$ cat config.mk
export PLATFORM = sky130hd
export DESIGN_NAME = dl_piso_tx
export DESIGN_NICKNAME = d
export VERILOG_FILES = /design/src/rtl/dl_piso_tx.sv
export SDC_FILE = /design/constraint.sdc
export NUM_CORES = 1
export LEC_CHECK = 0
export ABC_CLOCK_PERIOD_IN_PS = 1590
export BUFFER_PORTS_ARGS = -buffer_cell sky130_fd_sc_hd__buf_2
export CORE_MARGIN = 2
export CORE_UTILIZATION = 49
export DETAILED_ROUTE_END_ITERATION = 6
export PLACE_DENSITY = 0.74
export SETUP_SLACK_MARGIN = 0.5
export SKIP_LAST_GASP = 1
export SLEW_MARGIN = 20
export SYNTH_ARGS = -nofsm -noshare
export SYNTH_HDL_FRONTEND = slang
export SYNTH_SLANG_ARGS = --single-unit
$ cat constraint.sdc
create_clock -name clk -period 1.59 [get_ports clk]
set_input_delay 0.0795 -clock clk [delete_from_list [all_inputs] [get_ports clk]]
set_output_delay 0.0795 -clock clk [all_outputs]
set_load 0.02 [all_outputs]
$ cat src/rtl/dl_piso_tx.sv
// ============================================================================
// dl_piso_tx -- parallel-in, serial-out transmitter
// ----------------------------------------------------------------------------
// Accepts one WIDTH-bit word per valid/ready handshake and emits it one bit
// per clock on a registered single-bit output.  Framing is marked by ser_vld
// (bit present) and ser_last (final bit of the frame).  This is the transmit
// end of the single-bit serial link whose receive end is a chain of dl_dff
// stages feeding a deserializer.
//
// Frames are gapless: a word offered during the last-bit cycle of the
// current frame is accepted there and its first bit follows immediately.
//
// Parameters
//   WIDTH      word width in bits (>= 2)
//   LSB_FIRST  1: bit 0 leaves first; 0: bit WIDTH-1 leaves first
//
// Ports
//   clk        rising-edge clock
//   rst_n      synchronous active-low reset
//   in_vld     in_data holds a word to send
//   in_rdy     a word can be accepted this cycle (low while rst_n is low)
//   in_data    parallel word, sampled only on accept
//   ser_out    serial data bit (registered, 0 when ser_vld is 0)
//   ser_vld    ser_out carries a frame bit (registered)
//   ser_last   ser_out is the final bit of the frame (registered)
//   busy       frame in progress, identical to ser_vld
// ============================================================================
module dl_piso_tx #(
    parameter int WIDTH     = 8,
    parameter bit LSB_FIRST = 1'b1
) (
    input  logic             clk,
    input  logic             rst_n,
    input  logic             in_vld,
    output logic             in_rdy,
    input  logic [WIDTH-1:0] in_data,
    output logic             ser_out,
    output logic             ser_vld,
    output logic             ser_last,
    output logic             busy
);

    localparam int                CNT_W    = $clog2(WIDTH);
    localparam logic [CNT_W-1:0]  CNT_LAST = CNT_W'(WIDTH - 1);

    typedef enum logic {
        IDLE  = 1'b0,
        SHIFT = 1'b1
    } state_t;

    // ------------------------------------------------------------------------
    // State and datapath registers
    // ------------------------------------------------------------------------
    state_t             state_q, state_d;
    logic [WIDTH-1:0]   shreg_q, shreg_d;   // bits still to be sent
    logic [CNT_W-1:0]   cnt_q,   cnt_d;     // index of the bit on ser_out
    logic               ser_out_q,  ser_out_d;
    logic               ser_vld_q,  ser_vld_d;
    logic               ser_last_q, ser_last_d;

    logic               at_last;
    logic               accept;

    // The last-bit cycle is the only SHIFT cycle that can take a new word.
    assign at_last = (state_q == SHIFT) && (cnt_q == CNT_LAST);

    // in_rdy depends only on flops and rst_n, never on in_vld.
    assign in_rdy  = rst_n && ((state_q == IDLE) || at_last);
    assign accept  = in_vld && in_rdy;

    // ------------------------------------------------------------------------
    // Process 1: state register
    // ------------------------------------------------------------------------
    // NOTE: clocked blocks use non-blocking assignments so every register
    // samples the pre-edge value of its inputs, regardless of block order.
    always_ff @(posedge clk) begin
        if (!rst_n) begin
            state_q <= IDLE;
        end else begin
            state_q <= state_d;
        end
    end

    // ------------------------------------------------------------------------
    // Process 2: next-state logic
    // ------------------------------------------------------------------------
    // NOTE: every combinational output gets a default before any branch so no
    // path leaves it unassigned, which would otherwise infer a latch.
    always_comb begin
        state_d = state_q;
        unique case (state_q)
            IDLE: begin
                if (accept) begin
                    state_d = SHIFT;
                end
            end
            SHIFT: begin
                if (at_last && !accept) begin
                    state_d = IDLE;
                end
            end
            default: state_d = IDLE;
        endcase
    end

    // ------------------------------------------------------------------------
    // Process 3: output / datapath next values
    // ------------------------------------------------------------------------
    // ser_out is registered, so the bit for the next cycle is chosen here.
    // On accept the first bit is taken straight from in_data and the shift
    // register keeps the remaining bits already shifted by one; afterwards
    // each step pops the next bit from the leading end of the shift register.
    always_comb begin
        shreg_d    = shreg_q;
        cnt_d      = cnt_q;
        ser_out_d  = 1'b0;
        ser_vld_d  = 1'b0;
        ser_last_d = 1'b0;

        if (accept) begin
            cnt_d     = '0;
            ser_vld_d = 1'b1;
            if (LSB_FIRST) begin
                ser_out_d = in_data[0];
                shreg_d   = in_data >> 1;
            end else begin
                ser_out_d = in_data[WIDTH-1];
                shreg_d   = in_data << 1;
            end
        end else if ((state_q == SHIFT) && !at_last) begin
            cnt_d      = cnt_q + 1'b1;
            ser_vld_d  = 1'b1;
            ser_last_d = (cnt_d == CNT_LAST);
            if (LSB_FIRST) begin
                ser_out_d = shreg_q[0];
                shreg_d   = shreg_q >> 1;
            end else begin
                ser_out_d = shreg_q[WIDTH-1];
                shreg_d   = shreg_q << 1;
            end
        end else if (at_last) begin
            // Frame ends with no successor: drop back to a clean idle link.
            cnt_d   = '0;
            shreg_d = '0;
        end
    end

    // ------------------------------------------------------------------------
    // Datapath and output registers
    // ------------------------------------------------------------------------
    // NOTE: the shift register is cleared on reset too; it is a handful of
    // flops, and a known value keeps a mid-frame abort fully deterministic.
    always_ff @(posedge clk) begin
        if (!rst_n) begin
            shreg_q    <= '0;
            cnt_q      <= '0;
            ser_out_q  <= 1'b0;
            ser_vld_q  <= 1'b0;
            ser_last_q <= 1'b0;
        end else begin
            shreg_q    <= shreg_d;
            cnt_q      <= cnt_d;
            ser_out_q  <= ser_out_d;
            ser_vld_q  <= ser_vld_d;
            ser_last_q <= ser_last_d;
        end
    end

    assign ser_out  = ser_out_q;
    assign ser_vld  = ser_vld_q;
    assign ser_last = ser_last_q;
    assign busy     = ser_vld_q;

endmodule
# Yosys cells after proc, flatten, opt, wreduce, memory -nomap -nowiden
# Cells that the tools add are included.
# word_totals
in_bits,11
output_inout_bits,5
reg_bits,14
word_cells,36
# op_classes
reduce_logical,12
n_addsub,1
n_eq_ne,2
n_bitwise,3
n_mux,12
# ops
op,count
two-way mux 7 bit,3
== test 3 bit (second input constant),2
two-way mux 1 bit,6
two-way mux 3 bit,2
logical AND 1 bit,5
adder 3 x 1 -> 3 bit (second input constant),1
NOT 1 bit,3
nonzero test 3 bit,1
OR reduction 3 bit,1
zero test 1 bit,2
one-hot mux 1 bit (2 select lines),1
nonzero test 2 bit,1
OR reduction 2 bit,1
logical OR 1 bit,1

# Logic depth before layout (Yosys ltp)
# Gate-level depths: netlist of run 1.
# depth
depth_word,9
mapped_depth,7
mapped_depth_nobuf,5

# Least setup slack after synthesis of run 1
# OpenSTA, ideal clock, no wires.
# synth_timing
path_type,register to output
from,register cnt_q[1]
to,output in_rdy
path_slack_ps,265
stages_incl_launch_ff,7
required_ps,1510
arrival_ps,1246
path_buffers,2
cell_sequence,dfxtp_1 -> ha_1 -> ha_1 -> buf_2 -> nor2b_1 -> buf_4 -> nor2_1
# synth_via
elab_chain_cells,4
# synth_lines
item,line_no,source
start: declaration,56,"logic [CNT_W-1:0] cnt_q, cnt_d;"
start signal: assignment,162,cnt_q <= cnt_d;
== test 3 bit,65,assign at_last = (state_q == SHIFT) && (cnt_q == CNT_LAST);
logical AND 1 bit,65,
logical OR 1 bit,68,assign in_rdy = rst_n && ((state_q == IDLE) || at_last);
logical AND 1 bit,68,
end: declaration,35,"output logic in_rdy,"
# No other way between the ends.

# Worst setup path after layout of run 1
# layout_timing
from,register cnt_q[0]
to,output in_rdy
# Same word-level chain as after synthesis.

==> flow_summary_export.csv, run 1 <==
group,metric,value,unit
hold_path,worstHoldPathType,"primary input to flip-flop",
route,ant_nets,0,
critical_path,crit_arrival,1.34,ns
power,internal-power,0.5130,mW
die,die_w,40.37,um
route,wirelength,1520,um
die,ios,16,
die,die_y,40.37,um
timing,report.final.setup_viol,0,
synthesis,synth_area_per_cell,9.531,um^2
final_layout,final_cell_mix,"buf_2 (14), dfxtp_1 (12), mux2i_1 (7), o22ai_1 (6), nor2_1 (6)",
synthesis,synth_nets,82,
final_layout,drive_above_1_share,0.3837,
route,dr.pass1.iters,4,
placement,post-place-cells,94,
synthesis,syn_area,648.1,um^2
timing,rsz0062_at_grt,"yes",
clock_network,hold_buffers,0,
synthesis,synth.distinct_cells,20,
route,routed_wire_length_per_instance,15.05,um
critical_path,max_stage_delay,0.35,ns
die,core_area,0.001269,mm^2
power,switchingPower,0.1906,mW
route,vias,575,
power,pwr-share-comb,0.171,
global_routing,grt_pass1_vias,496,
timing,drv_slew,0,
final_layout,nNetsFinal,102,
timing,finalHoldViolCount,0,
clock_network,root_buffer,"clkbuf_4",
timing,fmax,703.4,MHz
critical_path,cp_num_cells,6,
timing,tightest_slew,0.4583,ns
placement,dpl.hpwl,897.6,um
placement,dpl_worst_slack,0.2916,ns
power,seq_power_share,0.545,
critical_path,worst_setup_path_start_kind,"flip-flop",
global_routing,grt_overflow,0,
final_layout,layout_commonest_cell,"buf_2",
die,rows,13,
synthesis,synth-seq-cells,14,
timing,tns,0,ns
placement,gp_congestion,0.7384,
global_routing,grt_use_total,0.2223,
critical_path,crit_path_cell_trace,"ha_4 > ha_4 > nor2b_4 > buf_6 > nor2_2 > buf_6",
job,drv_cap,0,
hold_path,min_path_cells,3,
clock_network,clk_latency,0.28,ns
power,p_per_area,838.1,mW/mm^2
final_layout,layout.cells.non_filler,101,
power,switching_share,0.2709,
critical_path,critical_path.endpoint_type,"primary output",
outcome,status,"finished clean",
global_routing,grt_max_degree,20,
die,fp.dieArea,0.001630,mm^2
timing,timing.final.crit_share,0.8941,
synthesis,yosys_warnings,0,
timing,min_period,1.422,ns
clock_network,htree_levels,1,
critical_path,worst-path-max-fanout,3,
power,total_power,0.7036,mW
power,clkPwrFrac,0.284,
timing,timing.hold.ws,0.06069,ns
critical_path,cp_top_family,"flip-flops",
timing,max_slew_margin,0.6945,
placement,post_dp_cell_area,747.0,um^2
clock_network,cts_made_buffers,3,
critical_path,path_class,"flip-flop to primary output",
final_layout,syn_to_final_growth,29.54,%
final_layout,n_antenna_cell,0,
route,via_per_inst,5.693,
route,drt_iter0_drc,5,
clock_network,cts_sinks,14,
power,leakagePower,0.3534,nW
critical_path,worst-r2r-cell-count,8,
power,peakVddDrop,0.0004908,V
timing,skew,0.0003747,ns
final_layout,final_util,0.6617,
critical_path,path_buf_inv,2,
synthesis,synth_seq_area_share,0.4324,
critical_path,slowest_stage,"dfxtp_2",
timing,fin_ws,0.1684,ns
critical_path,cp.required,1.51,ns
clock_network,clkTransAtPathRegs,0.08,ns
final_layout,stdcell_area,839.6,um^2
route,drc_errors,0,
placement,port_buffers,15,
global_routing,grt_pass1_wl,2297,um
clock_network,cts_tree,"done",
global_routing,antenna_found_initial,0,
synthesis,postSynthCellCount,68,
clock_network,clockBufferDepth,2,
die,start_util,0.5108,
-- repair_timing --
| action | in CTS | in global routing |
|---|---|---|
| gates resized for setup | 10 | 0 |
| endpoints found under the setup margin | 13 | 15 |
| pin swaps | 5 | 3 |
| setup buffers | 4 | 0 |
-- power by group through the flow --
stage / Combinational (mW) / Clock [mW] / Sequential [mW]
6_report: 0.120 / 0.200 / 0.383
4_1_cts: 0.117 / 0.207 / 0.382
2_1_floorplan: 0.0665 / 0 / 0.392
3_5_place_dp: 0.0981 / 0 / 0.391
3_3_place_gp: 0.0965 / 0 / 0.390
5_1_grt: 0.132 / 0.223 / 0.386
-- flip-flops by register name (all words and copies together), names as in the netlist --
signal    flops
busy          1
cnt_q         3
ser_last      1
ser_out       1
shreg_q       7
state_q       1
-- kinds of logic (layout without fill, tap and decap cells) --
group / after synthesis / in the layout / synth area share
buffers and inverters: 10 / 28 / 0.08492
adders and majority gates: 3 / 3 / 0.05792
AOI/OAI and AO/OA: 17 / 17 / 0.1931
and+or+nand+nor: 17 / 17 / 0.1236
muxes: 7 / 7 / 0.1081
DFF: 14 / 14 / 0.4324
-- tightest hold or removal path, stage by stage --
cell	delay [ns]
buf_2	0.10
nand3_1	0.07
a21oi_1	0.05
-- layout make-up --
| cell class | instances | area, um^2 |
|---|---|---|
| clock buffers | 3 | 22.52 |
| fillers | 103 | 429.2 |
| inverters | 4 | 15.01 |
| multi-input cells | 44 | 366.6 |
| flip-flops and latches | 14 | 282.8 |
| well taps | 15 | 18.77 |
| repair buffers | 21 | 133.9 |
-- final timing paths --
path	from	to	slack (ns)
setup / recovery	cnt_q[0]	in_rdy	0.17
setup reg to reg	cnt_q[0]	shreg_q[4]	0.18
hold reg to reg	shreg_q[0]	ser_out	0.47
hold / removal	in_data[0]	ser_out	0.06
-- per-layer routing --
metal,vias up,part of all wire,GRT usage
met2,25,0.48,0.3452
met5,-,0,0
met4,0,0.020,0.1000
met3,4,0.056,0.07222
li1,287,-,-
met1,259,0.45,0.2757
-- synthesized netlist by cell type --
cell,n,area [um^2]
nor2b_1,1,6.260
nand4_1,1,6.260
buf_4,2,15.01
o21ai_1,1,5.000
mux2i_1,7,70.07
nor2_1,8,30.03
o22ai_1,6,37.54
a21oi_1,2,10.01
dfxtp_1,14,280.3
inv_1,4,15.01
ha_1,3,37.54
clkbuf_1,1,3.750
o32a_1,2,20.02
buf_6,1,11.26
nand2_1,2,7.510
buf_2,2,10.01
a32oi_1,6,52.55
nor3b_1,1,7.510
nand2b_1,2,12.51
nand3_1,2,10.01
(Power assumes the default switching activity.)
==> run 2, diff against run 1 <==
CELL_PAD_IN_SITES_DETAIL_PLACEMENT = 2   (was default)
CELL_PAD_IN_SITES_GLOBAL_PLACEMENT = 2   (was default)
CORE_UTILIZATION = 30   (was 49)
PLACE_DENSITY = default   (was 0.74)
PLACE_DENSITY_LB_ADDON = 0.1   (was default)
==> run 2 against run 1 <==
Final area grew 4.8%. Sequential cell count is the same. Clock skew about the same. Critical path type unchanged. Critical endpoint unchanged.
==> flow_summary_export.csv, run 2 (synthesis results as in run 1) <==
group,metric,value,unit
critical_path,path_buf_inv,2,
timing,tns,0,ns
final_layout,largest_reg_flops,7,
route,vias,601,
critical_path,worst-path-max-fanout,3,
final_layout,multi_input_area,366.6,um^2
timing,max_slew_margin,0.6834,
clock_network,root_buffer,"clkbuf_4",
die,rows,16,
timing,skew,0.0005476,ns
placement,gp_congestion,0.6794,
outcome,status,"finished clean",
route,drc_errors,0,
power,p_per_area,885.6,mW/mm^2
final_layout,nNetsFinal,103,
final_layout,layout_commonest_cell,"buf_2",
timing,drv_slew,0,
critical_path,worst_setup_path_start_kind,"flip-flop",
die,fp.dieArea,0.002548,mm^2
route,dr.pass1.iters,3,
global_routing,grt_pass1_vias,612,
final_layout,reg_top3,"shreg_q x7, cnt_q x3",
critical_path,cp_top_family,"flip-flops",
timing,fmax,691.3,MHz
final_layout,final_cell_mix,"buf_2 (14), dfxtp_1 (12), mux2i_1 (7), o22ai_1 (6), nor2_1 (6)",
clock_network,clk_latency,0.29,ns
die,die_y,50.48,um
global_routing,grt_overflow,0,
job,drv_cap,0,
clock_network,htree_levels,1,
global_routing,grt_pass1_wl,2849,um
route,ant_nets,0,
critical_path,crit_arrival,1.37,ns
final_layout,seqCellArea,282.8,um^2
timing,tightest_slew,0.4744,ns
die,ios,16,
clock_network,cts_tree,"done",
timing,min_period,1.446,ns
final_layout,syn_to_final_growth,35.71,%
final_layout,top_register,"shreg_q",
critical_path,path_class,"flip-flop to primary output",
critical_path,cp.required,1.51,ns
route,wirelength,1836,um
final_layout,n_antenna_cell,0,
route,drt_iter0_drc,3,
critical_path,slowest_stage,"dfxtp_2",
timing,rsz0062_at_grt,"yes",
clock_network,cts_made_buffers,3,
clock_network,cts_sinks,14,
die,core_area,0.002002,mm^2
route,routed_wire_length_per_instance,15.97,um
final_layout,layout.cells.non_filler,115,
final_layout,nFillCells,227,
power,peakVddDrop,0.0004527,V
hold_path,worstHoldPathType,"primary input to flip-flop",
final_layout,final_util,0.4394,
clock_network,clkTransAtPathRegs,0.09,ns
route,via_per_inst,5.226,
die,start_util,0.3238,
placement,dpl.hpwl,1110,um
timing,report.final.setup_viol,0,
global_routing,grt_max_degree,20,
critical_path,max_stage_delay,0.35,ns
placement,port_buffers,15,
global_routing,grt_use_total,0.1528,
timing,timing.final.crit_share,0.9097,
die,die_w,50.48,um
critical_path,crit_path_cell_trace,"ha_4 > ha_4 > nor2b_4 > buf_6 > nor2_4 > buf_6",
placement,post-place-cells,106,
clock_network,clockBufferDepth,2,
global_routing,antenna_found_initial,0,
timing,finalHoldViolCount,0,
power,leakagePower,0.3675,nW
final_layout,drive_above_1_share,0.3977,
critical_path,critical_path.endpoint_type,"primary output",
-- run 2: changes by cell type in the layout (fill, tap and decap cells not counted) --
| cell | change |
|---|---|
| buf_6 | +1 |
| clkbuf_8 | +1 |
-- run 2: what timing repair did --
action	CTS	global route
setup buffers	4	1
setup endpoints to repair	13	15
hold buffers	0	0
pin swaps	4	6
gates resized for setup	8	3
-- run 2: power by group --
group          total [mW]  internal (mW)  switching [mW]
Sequential          0.384          0.370          0.0139
Combinational       0.125         0.0586          0.0666
Clock               0.270          0.140           0.131
Total               0.779          0.568           0.211
-- run 2: path summary, 6_finish.rpt --
path	from	to	slack (ns)	cells past startpoint
setup / recovery	cnt_q[0]	in_rdy	0.14	6
hold / removal	in_data[0]	ser_out	0.05	3
setup reg to reg	cnt_q[0]	shreg_q[1]	0.17	7
hold reg to reg	shreg_q[0]	ser_out	0.48	2
-- run 2: layout make-up --
cell class / count / area share
clock buffers: 4 / 0.04125
inverters: 4 / 0.01707
multi-input cells: 44 / 0.4168
flip-flops and latches: 14 / 0.3215
well taps: 27 / 0.03841
repair buffers: 22 / 0.1650
-- run 2: tightest hold or removal path, delay by kind of cell --
kind | cells | cell delay (ns)
buffers and inverters | 1 | 0.10
AO/OA/AOI/OAI | 1 | 0.06
AND/OR/NAND/NOR | 1 | 0.07
-- run 2: routing by layer --
layer	track usage	vias to the layer above	routed length (um)
met4	0.08108	0	41
li1	-	290	-
met3	0.02679	4	57
met1	0.1811	293	857
met2	0.2610	14	879
met5	0	-	0
-- run 2: stage by stage --
step	hold WS, ns	area, um^2	setup slack, ns	power (mW)
final	0.05153	879.6	0.1435	0.7790
after global placement	0.3631	762.0	0.3042	0.4915
after global routing	0.07710	879.6	0.08536	0.8139
after CTS	0.05503	855.8	0.1532	0.7788
after detailed placement	0.3688	762.0	0.2584	0.4928
after floorplan	0.2179	684.4	0.3258	0.4581
